**src/rtl/uart_pkg.sv**
```systemverilog
// Shared definitions for the buffered UART transmitter.
//   tx_state_e     : transmitter FSM state encodings
//   cycles_per_bit : clock cycles per line bit (integer division)
//   cnt_width      : counter width able to hold 0..n-1 (minimum 1 bit)
// Optional feature macro: UART_TX_PARITY_EN adds the StParity state.
package uart_pkg;

    typedef enum logic [2:0] {
        StIdle   = 3'd0,
        StStart  = 3'd1,
        StData   = 3'd2,
        StStop   = 3'd3
`ifdef UART_TX_PARITY_EN
        ,
        StParity = 3'd4
`endif
    } tx_state_e;

    function automatic int unsigned cycles_per_bit(input int unsigned clk_hz,
                                                   input int unsigned bit_rate);
        return clk_hz / bit_rate;
    endfunction

    function automatic int unsigned cnt_width(input int unsigned n);
        return (n > 1) ? $clog2(n) : 1;
    endfunction

endpackage

```
**src/rtl/uart_tx_fifo.sv**
```systemverilog
// Byte buffer in front of the UART transmitter.
// Ports:
//   clk_i    : system clock, rising edge
//   srst_ni  : synchronous active-low reset, empties the buffer
//   push_i   : write data_i (ignored while full)
//   pop_i    : drop the head entry (ignored while empty)
//   data_i   : entry to write
//   full_o   : occupancy equals Depth (registered occupancy)
//   empty_o  : occupancy is zero
//   head_o   : oldest entry
module uart_tx_fifo
    import uart_pkg::*;
#(
    parameter int unsigned Width = 8,
    parameter int unsigned Depth = 4
) (
    input  logic             clk_i,
    input  logic             srst_ni,
    input  logic             push_i,
    input  logic             pop_i,
    input  logic [Width-1:0] data_i,
    output logic             full_o,
    output logic             empty_o,
    output logic [Width-1:0] head_o
);

    localparam int unsigned AddrW = cnt_width(Depth);
    localparam int unsigned CountW = AddrW + 1;

    logic [Width-1:0]  mem_q [Depth];
    logic [AddrW-1:0]  wr_ptr_q, wr_ptr_d;
    logic [AddrW-1:0]  rd_ptr_q, rd_ptr_d;
    logic [CountW-1:0] count_q, count_d;
    logic              do_push, do_pop;

    assign full_o  = (count_q == CountW'(Depth));
    assign empty_o = (count_q == '0);
    assign head_o  = mem_q[rd_ptr_q];

    // Full/empty come from registered occupancy, so a push into a full
    // buffer is dropped even when a pop happens in the same cycle.
    assign do_push = push_i && !full_o;
    assign do_pop  = pop_i && !empty_o;

    // Depth is a power of two, so pointers wrap by natural overflow.
    always_comb begin
        wr_ptr_d = wr_ptr_q;
        rd_ptr_d = rd_ptr_q;
        count_d  = count_q;
        if (do_push) begin
            wr_ptr_d = wr_ptr_q + AddrW'(1);
        end
        if (do_pop) begin
            rd_ptr_d = rd_ptr_q + AddrW'(1);
        end
        if (do_push && !do_pop) begin
            count_d = count_q + CountW'(1);
        end else if (!do_push && do_pop) begin
            count_d = count_q - CountW'(1);
        end
    end

    always_ff @(posedge clk_i) begin
        if (!srst_ni) begin
            wr_ptr_q <= '0;
            rd_ptr_q <= '0;
            count_q  <= '0;
        end else begin
            wr_ptr_q <= wr_ptr_d;
            rd_ptr_q <= rd_ptr_d;
            count_q  <= count_d;
        end
    end

    // Storage needs no reset: entries are only read once written.
    always_ff @(posedge clk_i) begin
        if (do_push) begin
            mem_q[wr_ptr_q] <= data_i;
        end
    end

endmodule

```
**src/rtl/uart_tx_buffered.sv**
```systemverilog
// Buffered UART transmitter: a small FIFO feeding a start/data/stop serialiser.
// Ports:
//   clk         : system clock, rising edge
//   resetn      : synchronous active-low reset; abandons any frame in flight
//   tx_data     : byte to transmit
//   tx_valid    : tx_data offered this cycle
//   tx_ready    : buffer can accept a byte
//   tx_busy     : frame in progress or buffer non-empty
//   tx_overflow : one-cycle pulse after a byte was offered while not ready
//   uart_txd    : registered serial line, idle high
// Optional feature macro: UART_TX_PARITY_EN inserts an even parity bit after
// the data bits.
module uart_tx_buffered
    import uart_pkg::*;
#(
    parameter int unsigned CLK_HZ       = 50000000,
    parameter int unsigned BIT_RATE     = 9600,
    parameter int unsigned PAYLOAD_BITS = 8,
    parameter int unsigned FIFO_DEPTH   = 4
) (
    input  logic                    clk,
    input  logic                    resetn,
    input  logic [PAYLOAD_BITS-1:0] tx_data,
    input  logic                    tx_valid,
    output logic                    tx_ready,
    output logic                    tx_busy,
    output logic                    tx_overflow,
    output logic                    uart_txd
);

    localparam int unsigned CyclesPerBit = cycles_per_bit(CLK_HZ, BIT_RATE);
    localparam int unsigned CntW = cnt_width(CyclesPerBit);
    localparam int unsigned IdxW = cnt_width(PAYLOAD_BITS);
    localparam logic [CntW-1:0] CntLast = CntW'(CyclesPerBit - 1);
    localparam logic [IdxW-1:0] IdxLast = IdxW'(PAYLOAD_BITS - 1);

    tx_state_e               state_q, state_d;
    logic [CntW-1:0]         cnt_q, cnt_d;
    logic [IdxW-1:0]         idx_q, idx_d;
    logic [PAYLOAD_BITS-1:0] shift_q, shift_d;
    logic                    txd_q, txd_d;
    logic                    ovf_q, ovf_d;
`ifdef UART_TX_PARITY_EN
    logic                    parity_q, parity_d;
`endif

    logic                    fifo_full, fifo_empty, fifo_pop;
    logic [PAYLOAD_BITS-1:0] fifo_head;
    logic                    bit_end, load;

    uart_tx_fifo #(
        .Width(PAYLOAD_BITS),
        .Depth(FIFO_DEPTH)
    ) u_fifo (
        .clk_i  (clk),
        .srst_ni(resetn),
        .push_i (tx_valid),
        .pop_i  (fifo_pop),
        .data_i (tx_data),
        .full_o (fifo_full),
        .empty_o(fifo_empty),
        .head_o (fifo_head)
    );

    assign tx_ready    = !fifo_full;
    assign tx_busy     = (state_q != StIdle) || !fifo_empty;
    assign tx_overflow = ovf_q;
    assign uart_txd    = txd_q;

    assign ovf_d   = tx_valid && fifo_full;
    assign bit_end = (cnt_q == CntLast);

    always_comb begin
        state_d  = state_q;
        cnt_d    = cnt_q + CntW'(1);
        idx_d    = idx_q;
        shift_d  = shift_q;
        txd_d    = txd_q;
        load     = 1'b0;
`ifdef UART_TX_PARITY_EN
        parity_d = parity_q;
`endif

        unique case (state_q)
            StIdle: begin
                txd_d = 1'b1;
                cnt_d = '0;
                load  = !fifo_empty;
            end
            StStart: begin
                if (bit_end) begin
                    cnt_d   = '0;
                    idx_d   = '0;
                    state_d = StData;
                    txd_d   = shift_q[0];
                end
            end
            StData: begin
                if (bit_end) begin
                    cnt_d = '0;
                    if (idx_q == IdxLast) begin
`ifdef UART_TX_PARITY_EN
                        state_d = StParity;
                        txd_d   = parity_q;
`else
                        state_d = StStop;
                        txd_d   = 1'b1;
`endif
                    end else begin
                        idx_d   = idx_q + IdxW'(1);
                        shift_d = shift_q >> 1;
                        txd_d   = shift_d[0];
                    end
                end
            end
`ifdef UART_TX_PARITY_EN
            StParity: begin
                if (bit_end) begin
                    cnt_d   = '0;
                    state_d = StStop;
                    txd_d   = 1'b1;
                end
            end
`endif
            StStop: begin
                if (bit_end) begin
                    cnt_d   = '0;
                    state_d = StIdle;
                    txd_d   = 1'b1;
                    // Chain straight into the next start bit when data waits.
                    load    = !fifo_empty;
                end
            end
            default: begin
                state_d = StIdle;
                cnt_d   = '0;
                txd_d   = 1'b1;
            end
        endcase

        // Pop and start bit share one edge, giving one-cycle push-to-line latency.
        if (load) begin
            state_d  = StStart;
            cnt_d    = '0;
            idx_d    = '0;
            shift_d  = fifo_head;
            txd_d    = 1'b0;
`ifdef UART_TX_PARITY_EN
            parity_d = ^fifo_head;
`endif
        end
    end

    assign fifo_pop = load;

    always_ff @(posedge clk) begin
        if (!resetn) begin
            state_q  <= StIdle;
            cnt_q    <= '0;
            idx_q    <= '0;
            shift_q  <= '0;
            txd_q    <= 1'b1;
            ovf_q    <= 1'b0;
`ifdef UART_TX_PARITY_EN
            parity_q <= 1'b0;
`endif
        end else begin
            state_q  <= state_d;
            cnt_q    <= cnt_d;
            idx_q    <= idx_d;
            shift_q  <= shift_d;
            txd_q    <= txd_d;
            ovf_q    <= ovf_d;
`ifdef UART_TX_PARITY_EN
            parity_q <= parity_d;
`endif
        end
    end

endmodule
```
**config.mk**
```make
export PLATFORM = sky130hd
export DESIGN_NAME = uart_tx_buffered
export DESIGN_NICKNAME = d
export VERILOG_FILES = /design/src/rtl/uart_pkg.sv /design/src/rtl/uart_tx_fifo.sv /design/src/rtl/uart_tx_buffered.sv
export SDC_FILE = /design/constraint.sdc
export NUM_CORES = 1
export LEC_CHECK = 0
export BUFFER_PORTS_ARGS = -buffer_cell sky130_fd_sc_hd__clkbuf_2
export CAP_MARGIN = 5
export CORE_MARGIN = 4
export CORE_UTILIZATION = 37
export CTS_CLUSTER_SIZE = 10
export DETAILED_ROUTE_END_ITERATION = 8
export GPL_TIMING_DRIVEN = 0
export HOLD_SLACK_MARGIN = 0.06
export PLACE_DENSITY_LB_ADDON = 0.1
export SYNTH_ARGS = -nofsm -noshare
export SYNTH_HDL_FRONTEND = slang
export SYNTH_SLANG_ARGS = --single-unit
```
**constraint.sdc**
```tcl
create_clock -name clk -period 6.7 [get_ports clk]
set_input_delay 0.335 -clock clk [delete_from_list [all_inputs] [get_ports clk]]
set_output_delay 0.335 -clock clk [all_outputs]
set_load 0.03 [all_outputs]
```
==> results.json, run 1 <==
{
  "seq_power_share": 0.431,
  "wirelength_um": 5220,
  "ys.flop_type": "dfxtp_1",
  "final_common_cell": "dfxtp_1",
  "fp.dieW_um": 98.1,
  "final_cell_mix": "37 x dfxtp_1, 32 x edfxtp_1, 18 x nor2_1, 15 x clkbuf_2, 13 x ha_1",
  "row_count": 32,
  "synth-compound-area-share": 0.0591,
  "grt_max_degree": 15,
  "wl_per_cell_um": 14.1,
  "yosysWarnings": 0,
  "intPower_uw": 833,
  "min_from": "tx_data[2]",
  "startpoint_type": "flip-flop",
  "gr-total-overflow": 0,
  "holdWs_ps": 199,
  "end_kind": "flip-flop",
  "drt_iter0_markers": 62,
  "coreArea_um2": 7810,
  "path_max_fanout": 10,
  "synth_seq_cells": 69,
  "cts_buffers": 9,
  "cts_setup_buffers": 0,
  "synthSimpleGateAreaFrac": 0.140,
  "startpoint": "cnt_q[0]$_SDFF_PP0_",
  "numPortBuffers": 14,
  "skew_ps": 8.24,
  "vias": 1788,
  "track_usage": 0.120,
  "first_pass_iters": 4,
  "syn_avg_cell_area_um2": 12.6,
  "net-switching-power_uw": 394,
  "period_minus_slack_ps": 2920,
  "finalCritPeriodShare": 0.435,
  "place.gp.congestion": 0.738,
  "n_antenna_cell": 0,
  "clock_latency_ps": 350,
  "start_util": 0.385,
  "path_clk_slew_ps": 80,
  "grt_pass1_wl_um": 8950,
  "setup_tns_ps": 0,
  "max_clock_freq_mhz": 343,
  "syn_inst": 238,
  "routed_via_density": 4.83,
  "cts_root_buffer": "clkbuf_8",
  "die_y_um": 98.1,
  "die_area_um2": 9630,
  "combPwrFrac": 0.282,
  "async_flop_share": 0,
  "status": "finished clean",
  "synth_top_family_by_area": "simple AND/OR/NAND/NOR gates",
  "syn_nets": 263,
  "route.detailed.drc": 0,
  "vdd_drop_max_v": 0.000129,
  "synth_xor_area_frac": 0.0466,
  "hold_buffers": 0,
  "p_leak_uw": 0.00130,
  "yosys.area_share.adder": 0.0608,
  "arrival_ps": 3190,
  "post_cts_resized": 0,
  "rsz0062_at_grt": "false",
  "cts_tree": "done",
  "relSlewSlack": 0.568,
  "fill_cells": 758,
  "drv_slew": 0,
  "switching_share": 0.321,
  "nets": 288,
  "hpwlAfterDp_um": 3580,
  "synthMuxAreaShare": 0.0966,
  "worst_pin_slew_ps": 646,
  "grt_pass1_vias": 1793,
  "reg2reg_from": "cnt_q[0]$_SDFF_PP0_",
  "synth_edf_count": 32,
  "clock-sinks": 69,
  "cp.required_ps": 6970,
  "setup-violations-final": 0,
  "synth_area_um2": 3010,
  "antenna_found_initial": 0,
  "critPathKind": "flip-flop to flip-flop",
  "ioPinCount": 15,
  "powerDensity_nw_per_um2": 360,
  "cts_htree_levels": 3,
  "seq_area_frac_synth": 0.566,
  "ys_types": 43,
  "hold_viol_final": 0,
  "holdCritPathClass": "primary input to flip-flop",
  "final_util": 0.437,
  "cts_max_path_buffers": 2,
  "p_clk_frac": 0.288,
  "drive_gt1_frac": 0.187,
  "postRouteAntennaNets": 0,
  "cap_violations": 0,
  "area_growth_pct": 13.4
}
layout make-up:
cell class              instances  area (um2)  area share
plain buffers                   9        62.6      0.0183
clock buffers                   9         124      0.0363
clock inverters                 7        82.6      0.0242
inverters                       8        30.0     0.00881
multi-input cells             152        1210       0.355
flip-flops and latches         69        1700       0.499
well taps                     102         128      0.0374
repair buffers                 14        70.1      0.0206
power groups by stage:
stage                     registers, uW  clock network (uW)  logic, uW
after floorplan                     537                   0        270
after global routing                535                 386        390
final                               528                 353        346
after CTS                           529                 365        353
after global placement              538                   0        350
after detailed placement            539                   0        352
routing by layer:
metal  up-vias  global-route usage  wire length (um)
met4         0              0.0575                95
met3        11              0.0379               190
met5         -                   0                 0
met2        28               0.181              2410
li1        914                   -                 -
met1       835               0.156              2530
sequential cells by signal, summed over array words and instances (netlist names), named ones only:
name,flops
u_fifo.mem_q,32
cnt_q,13
shift_q,8
idx_q,3
u_fifo.count_q,3
state_q,2
u_fifo.rd_ptr_q,2
u_fifo.wr_ptr_q,2
tx_overflow,1
uart_txd,1
cell usage after synthesis (2+ instances only):
| library cell | number | area (um2) |
|---|---|---|
| a21boi_0 | 2 | 15.0 |
| a21oi_1 | 12 | 60.1 |
| and2_1 | 8 | 50.1 |
| and3_1 | 7 | 43.8 |
| and4_1 | 2 | 17.5 |
| buf_6 | 3 | 33.8 |
| clkbuf_1 | 3 | 11.3 |
| dfxtp_1 | 37 | 741 |
| edfxtp_1 | 32 | 961 |
| ha_1 | 13 | 163 |
| inv_1 | 8 | 30.0 |
| mux2i_1 | 11 | 110 |
| mux4_2 | 8 | 180 |
| nand2_1 | 8 | 30.0 |
| nand2b_1 | 2 | 12.5 |
| nand3_1 | 5 | 25.0 |
| nand4_1 | 5 | 31.3 |
| nor2_1 | 18 | 67.6 |
| nor2b_1 | 4 | 25.0 |
| nor3_1 | 2 | 10.0 |
| o21ai_0 | 3 | 15.0 |
| o21ai_1 | 8 | 40.0 |
| or3_1 | 3 | 18.8 |
| xnor2_1 | 6 | 52.6 |
| xor2_1 | 10 | 87.6 |
metrics by stage:
stage                     setup slack [ps]  area (um2)  power (uW)  std cells
after global placement                3870        3200         889        354
final                                 3780        3410        1230        370
after CTS                             3780        3410        1250        370
after floorplan                       4110        3010         807        238
after detailed placement              3810        3200         890        354
after global routing                  3590        3410        1310        370
worst paths after layout:
| check | endpoint | depth (start not counted) | slack (ps) |
|---|---|---|---|
| max | u_fifo.count_q[2]$_SDFFE_PN0P_ | 12 | 3780 |
| max reg2reg | u_fifo.count_q[2]$_SDFFE_PN0P_ | 12 | 3780 |
| min | u_fifo.mem_q[2][2]$_DFFE_PP_ | 1 | 200 |
| min reg2reg | cnt_q[0]$_SDFF_PP0_ | 1 | 450 |
cell families after synthesis:
family | after synthesis
AOI/OAI and AO/OA | 30
xor gates and xnor gates | 16
adders and majority gates | 14
buffers and inverters | 17
DFF | 69
muxes | 19
and+or+nand+nor | 73
critical path, cell delays in order (launching register included):
cell and delay (ps):
dfxtp_1 330, ha_1 280, and3_2 280, a41oi_1 240, or3_1 150, buf_4 130
buf_6 150, ha_1 190, inv_1 60, fa_1 380, xor2_1 170, or3_1 300
a21boi_0 170
Power figures use the tool's default switching activity.
==> inputs of run 2 (changes only) <==
Clock period 6.7 ns to 2.9 ns, I/O delays scaled along.
==> run 2 against run 1 <==
Compared with the run above: die area is the same; via count rose by 2.0%; sequential power increased by 130%; cell area grew 3.0%; clock power increased by 130%; sequential share of layout area down 1.4 points; core utilization grew 1.3 points; first-iteration DRC count decreased by 11%; combinational power up 130%; maximum frequency grew 6.8%; hold slack worse by 27 ps; critical path type unchanged; largest power group unchanged.
==> results.json, run 2 (synthesis results as in run 1) <==
{
  "layout_setup_ws_ps": 169,
  "track_usage": 0.121,
  "cp_cell_sequence": "ha_4 > and3_2 > a41oi_2 > or3_1 > buf_4 > ha_2 > inv_1 > fa_1 > xor2_1 > or3_1 > a21boi_0",
  "final_common_cell": "dfxtp_1",
  "largest_reg_flops": 32,
  "relSlewSlack": 0.573,
  "start_util": 0.385,
  "max_stage_delay_ps": 370,
  "grt_max_degree": 15,
  "regArea_um2": 1700,
  "holdCritPathClass": "primary input to flip-flop",
  "place_area_um2": 3200,
  "setup-violations-final": 0,
  "skew_ps": 8.64,
  "reg_top3": "u_fifo.mem_q: 32 flops, cnt_q: 13 flops, shift_q: 8 flops",
  "cap_violations": 0,
  "critPathKind": "flip-flop to flip-flop",
  "startpoint": "cnt_q[0]$_SDFF_PP0_",
  "wl_per_cell_um": 14.0,
  "cts_max_path_buffers": 2,
  "row_count": 32,
  "startpoint_type": "flip-flop",
  "hold_viol_final": 0,
  "vias": 1823,
  "first_pass_iters": 4,
  "clock_latency_ps": 350,
  "worst_pin_slew_ps": 639,
  "worstSetupEndpoint": "u_fifo.count_q[2]$_SDFFE_PN0P_",
  "routed_via_density": 4.82,
  "cpMostUsedCell": "or3_1",
  "nets": 296,
  "drt-met1-wl_um": 2580,
  "numPortBuffers": 14,
  "multiInputGateArea_um2": 1230,
  "die_area_um2": 9630,
  "postRouteAntennaNets": 0,
  "wl_met3_um": 171,
  "crit_cells": 11,
  "die_y_um": 98.1,
  "r2r-end": "u_fifo.count_q[2]$_SDFFE_PN0P_",
  "final_cell_mix": "36 x dfxtp_1, 32 x edfxtp_1, 18 x nor2_1, 15 x clkbuf_2, 12 x a21oi_1",
  "grt_pass1_wl_um": 9020,
  "area_growth_pct": 16.9,
  "drive_gt1_frac": 0.192,
  "finalCritPeriodShare": 0.942,
  "holdWs_ps": 172,
  "wirelength_um": 5280,
  "cts_setup_buffers": 0,
  "ioPinCount": 15,
  "period_minus_slack_ps": 2730,
  "max_clock_freq_mhz": 366,
  "end_kind": "flip-flop",
  "fp.dieW_um": 98.1,
  "drt_iter0_markers": 55,
  "clock-sinks": 69,
  "rsz0062_at_grt": "false",
  "path_clk_slew_ps": 80,
  "worst_r2r_path_depth": 11,
  "path_max_fanout": 13,
  "hpwlAfterDp_um": 3580,
  "gr-total-overflow": 0,
  "p_total_uw": 2830,
  "cp.required_ps": 3170,
  "cts_buffers": 9,
  "drv_slew": 0,
  "slowest_stage": "fa_1",
  "cts_tree": "done",
  "route.detailed.drc": 0,
  "reg2reg_slack_ps": 170,
  "critPathTopFamily": "adder cells",
  "postLayoutCellArea_um2": 3510,
  "p_leak_uw": 0.00132,
  "status": "finished clean",
  "antenna_found_initial": 0,
  "wl_met2_um": 2440,
  "cts_root_buffer": "clkbuf_8",
  "vdd_drop_max_v": 0.000306,
  "coreArea_um2": 7810,
  "setup_tns_ps": 0,
  "fill_cells": 745,
  "reg2reg_from": "cnt_q[0]$_SDFF_PP0_",
  "crit_buf_inv": 2,
  "powerDensity_nw_per_um2": 807,
  "n_antenna_cell": 0,
  "preCtsSetupSlack_ps": 8.56,
  "cts_htree_levels": 3,
  "arrival_ps": 3000,
  "routed.top_layer": "met4",
  "place.gp.congestion": 0.738,
  "grt_pass1_vias": 1814,
  "regMostFlops": "u_fifo.mem_q"
}
[run 2: cell types whose count changed in the layout (fill, tap and decap cells not counted), sizes merged]
| cell | delta |
|---|---|
| dlygate4sd3 | +9 |
| buf | -1 |
[run 2: worst min path at each step]
stage                    start                      endpoint  slack (ps)  cells after the start
CTS                     resetn         idx_q[0]$_SDFFE_PP0P_         150                      3
global placement    tx_data[6]  u_fifo.mem_q[2][6]$_DFFE_PP_         360                      1
floorplan           tx_data[0]  u_fifo.mem_q[0][0]$_DFFE_PP_         240                      0
detailed placement  tx_data[2]  u_fifo.mem_q[2][2]$_DFFE_PP_         370                      1
global route            resetn         idx_q[0]$_SDFFE_PP0P_         170                      3
finish                  resetn         idx_q[0]$_SDFFE_PP0P_         170                      3
[run 2: routing by layer]
layer	vias to the layer above	GRT usage
li1	932	-
met1	859	0.159
met2	23	0.182
met3	9	0.0371
met4	0	0.0575
met5	-	0
[run 2: power breakdown]
part | switching (uW) | total [uW] | internal [uW]
clock network | 406 | 816 | 410
registers | 67.1 | 1220 | 1160
logic | 441 | 795 | 354
[run 2: stage by stage]
stage	utilization	instances
2_1_floorplan	-	238
3_3_place_gp	0.410	354
3_5_place_dp	0.410	354
4_1_cts	0.449	379
5_1_grt	0.450	378
6_report	0.450	378
[run 2: what timing repair did]
| action | 4_1_cts | 5_1_grt |
|---|---|---|
| endpoints found under the setup margin | 1 | 1 |
| pin swaps | 0 | 1 |
| gates cloned | 0 | 0 |
| resized for setup | 1 | 4 |
| endpoints found under the hold margin | 33 | 0 |
| hold buffers | 9 | 0 |
[run 2: tightest hold or removal path: cells and delay by family]
| kind | cells | cell delay, ps |
|---|---|---|
| and+or+nand+nor | 1 | 130 |
| AOI/OAI and AO/OA | 1 | 40 |
| buffers and inverters | 1 | 150 |
[run 2: cell type report]
type	count	share of cell area
Multi-Input combinational cell	152	0.351
Inverter	8	0.00855
Timing Repair Buffer	23	0.0456
Clock inverter	7	0.0235
Sequential cell	69	0.485
Clock buffer	9	0.0353
Tap cell	102	0.0363
Buffer	8	0.0146
